==> config.mk <==
export PLATFORM = sky130hd
export DESIGN_NAME = serial_byte_receiver
export DESIGN_NICKNAME = d
export VERILOG_FILES = /design/src/rtl/serial_byte_receiver.sv
export SDC_FILE = /design/constraint.sdc
export NUM_CORES = 1
export LEC_CHECK = 0
export BUFFER_PORTS_ARGS = -buffer_cell sky130_fd_sc_hd__buf_2
export CORE_UTILIZATION = 54
export DETAILED_ROUTE_END_ITERATION = 10
export PLACE_DENSITY_LB_ADDON = 0.25
export SLEW_MARGIN = 5
export SYNTH_ARGS = -nofsm -noshare
export SYNTH_HDL_FRONTEND = slang
export SYNTH_SLANG_ARGS = --single-unit
==> constraint.sdc <==
create_clock -name clk -period 3.5 [get_ports clk]
set_input_delay 0.175 -clock clk [delete_from_list [all_inputs] [get_ports clk]]
set_output_delay 0.175 -clock clk [all_outputs]
set_load 0.05 [all_outputs]
==> src/rtl/serial_byte_receiver.sv <==
// Serial-in, parallel-out receiver for LSB-first frames with a valid/ready output and sticky overrun.
// Define PARITY_CHECK_EN to expect a trailing even-parity bit per frame and report parity_err.
module serial_byte_receiver #(
   parameter int DATA_W = 8
) (
   input  logic              clk,
   input  logic              reset_n,
   input  logic              sin_start,
   input  logic              sin_valid,
   input  logic              sin,
   output logic              rx_busy,
   output logic [DATA_W-1:0] dout,
   output logic              dout_valid,
   input  logic              dout_ready,
   output logic              overrun,
   input  logic              ovr_clr,
   output logic              parity_err
);

   localparam int CNT_W = $clog2(DATA_W);
   localparam logic [CNT_W-1:0] LAST_BIT = CNT_W'(DATA_W - 1);

`ifdef PARITY_CHECK_EN
   typedef enum logic [1:0] {IDLE, RECV, PARITY} state_t;
`else
   typedef enum logic [0:0] {IDLE, RECV} state_t;
`endif

   state_t              state_q, state_d;
   logic [CNT_W-1:0]    cnt_q, cnt_d;
   logic [DATA_W-1:0]   sreg_q, sreg_d;
   logic [DATA_W-1:0]   dout_q, dout_d;
   logic                dout_valid_q, dout_valid_d;
   logic                overrun_q, overrun_d;
   logic                rx_busy_q, rx_busy_d;
   logic                commit;
   logic [DATA_W-1:0]   commit_word;
   logic                commit_par;

   // The final strobe of a frame always commits, even when sin_start arrives on the same edge.
`ifdef PARITY_CHECK_EN
   logic parity_err_q, parity_err_d;

   assign commit      = (state_q == PARITY) && sin_valid;
   assign commit_word = sreg_q;
   assign commit_par  = (^sreg_q) ^ sin;
`else
   logic unused_sreg_lsb;

   assign unused_sreg_lsb = sreg_q[0];
   assign commit      = (state_q == RECV) && sin_valid && (cnt_q == LAST_BIT);
   assign commit_word = {sin, sreg_q[DATA_W-1:1]};
   assign commit_par  = 1'b0;
`endif

   always_ff @(posedge clk) begin
      if (!reset_n) begin
         state_q      <= IDLE;
         cnt_q        <= '0;
         sreg_q       <= '0;
         dout_q       <= '0;
         dout_valid_q <= 1'b0;
         overrun_q    <= 1'b0;
         rx_busy_q    <= 1'b0;
`ifdef PARITY_CHECK_EN
         parity_err_q <= 1'b0;
`endif
      end else begin
         state_q      <= state_d;
         cnt_q        <= cnt_d;
         sreg_q       <= sreg_d;
         dout_q       <= dout_d;
         dout_valid_q <= dout_valid_d;
         overrun_q    <= overrun_d;
         rx_busy_q    <= rx_busy_d;
`ifdef PARITY_CHECK_EN
         parity_err_q <= parity_err_d;
`endif
      end
   end

   always_comb begin
      state_d = state_q;
      if (sin_start) begin
         state_d = RECV;
      end else begin
         case (state_q)
            RECV: begin
               if (sin_valid && (cnt_q == LAST_BIT)) begin
`ifdef PARITY_CHECK_EN
                  state_d = PARITY;
`else
                  state_d = IDLE;
`endif
               end
            end
`ifdef PARITY_CHECK_EN
            PARITY: begin
               if (sin_valid) state_d = IDLE;
            end
`endif
            default: state_d = state_q;
         endcase
      end
   end

   always_comb begin
      cnt_d        = cnt_q;
      sreg_d       = sreg_q;
      dout_d       = dout_q;
      dout_valid_d = dout_valid_q;
      overrun_d    = overrun_q;
`ifdef PARITY_CHECK_EN
      parity_err_d = parity_err_q;
`endif
      if (sin_start) begin
         cnt_d  = '0;
         sreg_d = '0;
      end else if ((state_q == RECV) && sin_valid) begin
         sreg_d = {sin, sreg_q[DATA_W-1:1]};
         cnt_d  = cnt_q + CNT_W'(1);
      end

      // A drop on the same edge as ovr_clr must leave the flag set.
      if (ovr_clr) overrun_d = 1'b0;
      if (commit) begin
         if (!dout_valid_q || dout_ready) begin
            dout_d       = commit_word;
            dout_valid_d = 1'b1;
`ifdef PARITY_CHECK_EN
            parity_err_d = commit_par;
`endif
         end else begin
            overrun_d = 1'b1;
         end
      end else if (dout_valid_q && dout_ready) begin
         dout_valid_d = 1'b0;
      end

      rx_busy_d = (state_d != IDLE);
   end

   assign rx_busy    = rx_busy_q;
   assign dout       = dout_q;
   assign dout_valid = dout_valid_q;
   assign overrun    = overrun_q;
`ifdef PARITY_CHECK_EN
   assign parity_err = parity_err_q;
`else
   assign parity_err = 1'b0;
`endif

endmodule

==> results of run 1 <==
-- power by group --
part | total (mW) | leakage, nW | switching [mW] | internal, mW
Clock | 0.113 | 0.0177 | 0.0704 | 0.0425
Combinational | 0.0222 | 0.177 | 0.0162 | 0.00598
Sequential | 0.242 | 0.169 | 0.00143 | 0.240
-- synthesized netlist by cell type --
master,number
ha_1,2
nand2b_1,1
conb_1,1
buf_4,2
dfxtp_1,21
a21boi_1,1
xnor2_1,1
buf_1,1
buf_2,2
nand2_1,36
nor2b_2,1
nand2b_4,1
nor2_1,1
mux2i_1,8
o22ai_1,1
and2_1,2
a21oi_1,10
buf_6,1
nor2b_1,1
inv_1,1
nand3_2,1
-- cells by family after synthesis --
logic type	share of synthesized area
adder cells (fa/ha/maj)	0.02971
other	0.004453
buffers and inverters	0.05199
AO/OA/AOI/OAI	0.07579
XOR/XNOR	0.01040
flip-flops	0.4993
AND/OR/NAND/NOR	0.2333
multiplexers	0.09510
-- per-layer routing --
layer	wire length (µm)	part of all wire	vias up
met3	58	0.043	2
met5	0	0	-
met1	652	0.48	286
met4	10	0.0074	0
li1	-	-	333
met2	630	0.47	19
-- sequential cells by signal, indices dropped and copies added, names as in the netlist --
name,count
dout,8
cnt_q,3
sreg_q,7
dout_valid,1
overrun,1
rx_busy,1
-- critical path, cell delays in order (launching register included) --
cell and delay (ns):
dfxtp_1 0.37, ha_1 0.16, ha_1 0.17, nand3_2 0.09, nor2b_2 0.45, mux2i_1 0.24
-- final cells by class --
| type | count | area [µm²] |
|---|---|---|
| inverters | 1 | 3.754 |
| flip-flops and latches | 21 | 420.4 |
| fillers | 118 | 449.2 |
| multi-input cells | 68 | 377.9 |
| repair buffers | 17 | 85.08 |
| well taps | 15 | 18.77 |
| clock buffers | 3 | 22.52 |
| clock inverters | 1 | 5.005 |
-- final timing paths --
path	endpoint	slack, ns	cells after the start	start
worst min-delay path	rx_busy	0.12	3	sin_start
worst min register to register	dout[1]	0.46	2	dout[1]
worst max-delay path	dout[5]	1.97	5	cnt_q[0]
worst max register to register	dout[5]	1.97	5	cnt_q[0]
==> results.cfg, run 1 <==
[status]
status = complete, no violations

[timing]
hold_viol = 0
slew_viol_final = 0
tightest_slew_ns = 0.5295
period_needed_ns = 1.533
skew_ns = 0.009211
maxSlewHeadroom = 0.6454
min_period_over_period = 0.4380
setup_slack_ns = 1.967
whs_ns = 0.1186
setup_viol = 0
rsz0062_at_grt = no
fmax_mhz = 652.3
finalSetupTns_ns = 0

[yosys]
ys_warn_count = 0
synth_cell_type_count = 21
synth_top_area_share = 0.4993
syn-num-nets = 105
yosysSeqAreaShare = 0.4993
ys_top_cells_by_area = dfxtp_1 50%, nand2_1 16%, mux2i_1 9.5%
synth-seq-cells = 21
synthesis.area_um2 = 842.1
avgSynthCellArea_um2 = 8.771
yosys.area.top_type = dfxtp_1
syn_inst = 96

[cts]
cts-hold-fix-buffers = 0
cts_resized = 0
cts_tree = yes
worstSkewPairLatency_ns = 0.30
clock-sinks = 21
h-tree-depth = 1
post-cts-setup-buffer-count = 0
cts-root-buf = clkbuf_4
cts_buffers = 3
path_clk_slew_ns = 0.12
cts_buffer_depth = 2

[drt]
vias = 640
drtPass1Iterations = 4
via_per_inst = 5.079
drtIter0Drc = 15
wirelength_um = 1352
drc = 0
antenna_left = 0
drt-wirelength-per-cell_um = 10.73

[grt]
grt.busiest_layer = met2
grt_antenna_before_repair = 0
globalRouteMet3Util = 0.02609
use_met2 = 0.2594
grt_use_met1 = 0.2201
grt_pass1_wl_um = 2221
overflow = 0
track_usage = 0.1645
grt_max_degree = 21
grt_pass1_vias = 508

[floorplanning]
num_rows = 13
die_x_um = 41.49
start_util = 0.6091
core_mm2 = 0.001383
ios = 19
dieArea_mm2 = 0.001721
fp.dieH_um = 41.49

[run]
maxCapViolations = 0

[hold_path]
hp-class = primary input to flop

[critical_path]
cp.arrival_ns = 1.77
endpoint_kind = flop
crit_path_max_fanout = 8
critPathLaunchType = flop
criticalPathCategory = flop to flop
worstPathRequired_ns = 3.74

[layout]
drive_above_1_share = 0.2162
finish.utilization = 0.6751
final_cell_mix = 36 x nand2_1, 21 x dfxtp_1, 17 x buf_2
design_area_um2 = 933.4
diodes = 0
syn_to_final_growth_pct = 10.85
nets = 121
fin_cells = 126
layout.cells.most_common = nand2_1

[power_and_ir_drop]
powerDensity_mw_per_mm2 = 403.7
p_leak_nw = 0.3645
ir_worst_vdd_mv = 0.2248
power_mw = 0.3769

[placement]
place_hpwl_um = 978.7
placed_cells = 122
dpl_worst_slack_ns = 1.959
io_buffers = 17
place.gp.congestion = 0.6937
placed_cell_area_um2 = 905.9
Power figures use the tool's default switching activity.
==> run 2: changes to the inputs <==
--- a/config.mk
+++ b/config.mk
@@ -6,7 +6,7 @@
 export NUM_CORES = 1
 export LEC_CHECK = 0
 export BUFFER_PORTS_ARGS = -buffer_cell sky130_fd_sc_hd__buf_2
-export CORE_UTILIZATION = 54
+export CORE_UTILIZATION = 50
 export DETAILED_ROUTE_END_ITERATION = 10
 export PLACE_DENSITY_LB_ADDON = 0.25
 export SLEW_MARGIN = 5
==> constraint.sdc (replaced) <==
create_clock -name clk -period 1.59 [get_ports clk]
set_input_delay 0.0795 -clock clk [delete_from_list [all_inputs] [get_ports clk]]
set_output_delay 0.0795 -clock clk [all_outputs]
set_load 0.05 [all_outputs]
==> run 2 against run 1 <==
  * Sequential power grew 120%
  * Critical path type unchanged
  * Clock skew shrank 0.0086 ns
  * Maximum frequency grew 12%
  * Count of clock-buffer cells in the layout grew 1
  * Register-to-register slack lost 1.7 ns
  * Clock power grew 120%
  * Non-clock buffer count grew 2
  * Worst setup slack lost 1.7 ns
  * Combinational power grew 130%
  * Utilization shrank 5.8 points
  * Routed wire length grew 1.7%
  * Final cell count grew 2.4%
==> results.cfg, run 2 (synthesis results as in run 1) <==
[layout]
layout.cells.most_common = nand2_1
nets = 123
largest_register_ffs = 8
regArea_um2 = 420.4
num-fill-cells = 141
syn_to_final_growth_pct = 12.93
diodes = 0
drive_above_1_share = 0.2124
final_cell_mix = 36 x nand2_1, 21 x dfxtp_1, 17 x buf_2
multi_input_area_um2 = 377.9

[power_and_ir_drop]
powerDensity_mw_per_mm2 = 875.1
p_leak_nw = 0.3714
ir_worst_vdd_mv = 0.7322

[timing]
period_needed_ns = 1.369
fmax_mhz = 730.3
finalSetupTns_ns = 0
slew_viol_final = 0
rsz0062_at_grt = no
hold_viol = 0
setup_slack_ns = 0.2206
setup_viol = 0
min_period_over_period = 0.8612
skew_ns = 0.0005994

[drt]
wirelength_um = 1375
via_per_inst = 4.930
antenna_left = 0
drc = 0
vias = 636
drtPass1Iterations = 4
drtIter0Drc = 11
drt-wirelength-per-cell_um = 10.66

[cts]
cts-root-buf = clkbuf_4
path_clk_slew_ns = 0.10
worstSkewPairLatency_ns = 0.30
h-tree-depth = 1
clock-sinks = 21
cts_tree = yes
cts-hold-fix-buffers = 0
cts_resized = 0
cts_buffers = 3
cts_buffer_depth = 2
post-cts-setup-buffer-count = 0

[hold_path]
whs_path_depth = 3
holdPathEnd = rx_busy
min_from = sin_start
hp-class = primary input to flop

[floorplanning]
die_x_um = 43.04
num_rows = 14
dieArea_mm2 = 0.001852
fp.dieH_um = 43.04
ios = 19
start_util = 0.5463
core_mm2 = 0.001541

[status]
status = complete, no violations

[critical_path]
r2r_setup_slack_ns = 0.22
cp.arrival_ns = 1.60
reg2reg_to = dout[4]
worstPathRequired_ns = 1.83
timing.rr.start = cnt_q[0]
critPathLaunchType = flop
endpoint_kind = flop
reg2reg_depth = 6
crit_path_max_fanout = 8
criticalPathCategory = flop to flop

[placement]
place_hpwl_um = 993.7
dpl_worst_slack_ns = 0.2417
place.gp.congestion = 0.7105
io_buffers = 17

[run]
maxCapViolations = 0

[grt]
grt_pass1_wl_um = 2449
overflow = 0
grt_max_degree = 21
grt_antenna_before_repair = 0
grt_pass1_vias = 529
track_usage = 0.1852
==> run 2: changes by cell type in the layout (fill, tap and decap cells not counted), sizes merged <==
cell,change
buf,+1
clkbuf,+1
dlygate4sd3,+1
clkinv,-1
==> run 2: worst max path at each step <==
stage	start	to	depth (start not counted)
after floorplan	rx_busy	dout[0]	4
after global placement	cnt_q[0]	dout[3]	6
after detailed placement	cnt_q[0]	dout[2]	6
after CTS	cnt_q[0]	dout[3]	6
after global routing	cnt_q[0]	dout[3]	6
final	cnt_q[0]	dout[4]	6
==> run 2: area by class of cell <==
cell class / count / area share
multi-input combinational: 68 / 0.3974
tap: 16 / 0.02105
timing repair buffer: 19 / 0.1079
clock buffer: 4 / 0.02763
inverter: 1 / 0.003947
sequential: 21 / 0.4421
==> run 2: power by group <==
| part | internal (mW) | switching, mW |
|---|---|---|
| clock | 0.0980 | 0.152 |
| combinational | 0.0148 | 0.0353 |
| sequential | 0.529 | 0.00330 |
==> run 2: worst max-delay path, cell delays in order, from the launching register on <==
cell	delay (ns)
dfxtp_1	0.37
ha_1	0.16
ha_1	0.17
nand3_2	0.10
nor2b_2	0.11
buf_4	0.18
mux2i_1	0.21
==> run 2: metrics by stage <==
| step | area, µm² | std cells | utilization | power (mW) | hold slack [ns] |
|---|---|---|---|---|---|
| 2_1_floorplan | 842.1 | 96 | - | 0.5823 | 0.2155 |
| 3_3_place_gp | 914.6 | 124 | 0.5933 | 0.5925 | 0.3177 |
| 3_5_place_dp | 914.6 | 124 | 0.5933 | 0.5927 | 0.3380 |
| 4_1_cts | 940.9 | 128 | 0.6104 | 0.8434 | 0.003109 |
| 5_1_grt | 950.9 | 129 | 0.6169 | 0.8756 | 0.04235 |
| 6_report | 950.9 | 129 | 0.6169 | 0.8322 | 0.02121 |
==> run 2: metal layers <==
| metal | vias to the layer above | global-route usage | wire length (µm) |
|---|---|---|---|
| met4 | 0 | 0.09091 | 31 |
| li1 | 338 | - | - |
| met3 | 5 | 0.07660 | 81 |
| met2 | 16 | 0.2667 | 629 |
| met5 | - | 0 | 0 |
| met1 | 277 | 0.2380 | 633 |
==> run 3: changes to the inputs <==
--- a/config.mk
+++ b/config.mk
@@ -6,7 +6,7 @@
 export NUM_CORES = 1
 export LEC_CHECK = 0
 export BUFFER_PORTS_ARGS = -buffer_cell sky130_fd_sc_hd__buf_2
-export CORE_UTILIZATION = 50
+export CORE_UTILIZATION = 35
 export DETAILED_ROUTE_END_ITERATION = 10
 export PLACE_DENSITY_LB_ADDON = 0.25
 export SLEW_MARGIN = 5
==> run 3 against run 2 <==
  * Worst setup slack gained 0.034 ns
  * Largest cell class unchanged
  * Maximum frequency is 2.6% higher
  * Highest routed layer unchanged
  * Clock skew about the same
  * Sequential power is essentially flat
  * Sequential share of layout area is 0.23 points lower
  * Critical endpoint is now dout[2]
==> results.cfg, run 3 (synthesis results as in run 1) <==
[placement]
place_hpwl_um = 1000
placed_cells = 136
place.gp.congestion = 0.6818
io_buffers = 17
dpl_worst_slack_ns = 0.2644

[power_and_ir_drop]
powerDensity_mw_per_mm2 = 866.7
ir_worst_vdd_mv = 0.3343
p_leak_nw = 0.3672

[floorplanning]
core_mm2 = 0.002233
die_x_um = 51.05
dieArea_mm2 = 0.002606
num_rows = 17
fp.dieH_um = 51.05
start_util = 0.3770
ios = 19

[drt]
wirelength_um = 1353
drtPass1Iterations = 4
vias = 617
antenna_left = 0
via_per_inst = 4.407
drt-wirelength-per-cell_um = 9.664
drc = 0
drtIter0Drc = 5

[critical_path]
timing.rr.start = cnt_q[0]
critPathTopFamily = flip-flops
worstPathCellList = ha_1 > ha_1 > nand3_2 > nor2b_2 > buf_4 > mux2i_1
critPathLaunchType = flop
reg2reg_depth = 6
critPathSlowestCell = dfxtp_1
crit_path_max_fanout = 8
r2r_setup_slack_ns = 0.26
critical_path.max_stage_delay_ns = 0.37
cp.arrival_ns = 1.56
criticalPathCategory = flop to flop
worst-path-buf-inv = 1
crit_top_cell = ha_1
worstPathRequired_ns = 1.82
endpoint_kind = flop
reg2reg_to = dout[2]

[timing]
rsz0062_at_grt = no
fmax_mhz = 749.1
slew_viol_final = 0
period_needed_ns = 1.335
min_period_over_period = 0.8396
finalSetupTns_ns = 0
setup_slack_ns = 0.2550
setup_viol = 0
hold_viol = 0
skew_ns = 0.0005169

[hold_path]
hp-class = primary input to flop
holdPathEnd = rx_busy
whs_path_depth = 3
min_from = sin_start

[layout]
syn_to_final_growth_pct = 13.52
layout.cells.most_common = nand2_1
nets = 122
final_cell_mix = 36 x nand2_1, 21 x dfxtp_1, 17 x buf_2
fin_cells = 140
diodes = 0
num-fill-cells = 232
largest_register_ffs = 8
drive_above_1_share = 0.2143

[run]
maxCapViolations = 0

[cts]
cts_buffers = 3
post-cts-setup-buffer-count = 0
path_clk_slew_ns = 0.11
cts-root-buf = clkbuf_4
cts_buffer_depth = 2
h-tree-depth = 1
worstSkewPairLatency_ns = 0.29
cts-hold-fix-buffers = 0
cts_tree = yes
clock-sinks = 21
cts_resized = 0

[grt]
track_usage = 0.1185
grt_pass1_wl_um = 2304
grt_antenna_before_repair = 0
grt_max_degree = 21
grt_pass1_vias = 552
overflow = 0

[status]
status = complete, no violations
run 3: cell count changes in the layout (fill, tap and decap cells not counted), sizes merged:
cell / change
dlygate4sd3: -1
run 3: worst max-delay path by stage:
stage | from | endpoint | depth (start not counted)
CTS | cnt_q[0] | dout[7] | 6
finish | cnt_q[0] | dout[2] | 6
floorplan | rx_busy | dout[0] | 4
global route | cnt_q[0] | dout[4] | 6
global placement | cnt_q[0] | dout[2] | 6
detailed placement | cnt_q[0] | dout[7] | 6
run 3: worst min-delay path, stage by stage:
cell,delay [ns]
buf_2,0.08
a21oi_1,0.03
nor2b_1,0.08
run 3: per-layer routing:
layer,GRT usage,share of wire,vias to the layer above
li1,-,-,336
met1,0.1486,0.53,269
met2,0.1842,0.42,10
met3,0.02679,0.041,2
met4,0.06944,0.010,0
met5,0,0,-
run 3: final cells by class:
cell class / count / area (µm²) / area share
Clock buffer: 4 / 26.28 / 0.02749
Inverter: 1 / 3.754 / 0.003927
Multi-Input combinational cell: 68 / 377.9 / 0.3953
Sequential cell: 21 / 420.4 / 0.4398
Tap cell: 28 / 35.03 / 0.03665
Timing Repair Buffer: 18 / 92.59 / 0.09686
run 3: power breakdown:
part,total (mW),switching [mW],internal (mW),leakage [nW]
combinational,0.0479,0.0348,0.0132,0.183
sequential,0.532,0.00333,0.529,0.169
clock,0.248,0.151,0.0975,0.0150
total,0.829,0.189,0.640,0.367
run 3: per-stage QoR:
stage	power, mW	hold WS, ns	util	cell area [µm²]
4_1_cts	0.8437	0.005453	0.4280	955.9
6_report	0.8285	0.01870	0.4280	955.9
3_5_place_dp	0.5928	0.3255	0.4162	929.6
3_3_place_gp	0.5928	0.3176	0.4162	929.6
2_1_floorplan	0.5823	0.2155	-	842.1
5_1_grt	0.8755	0.03458	0.4280	955.9
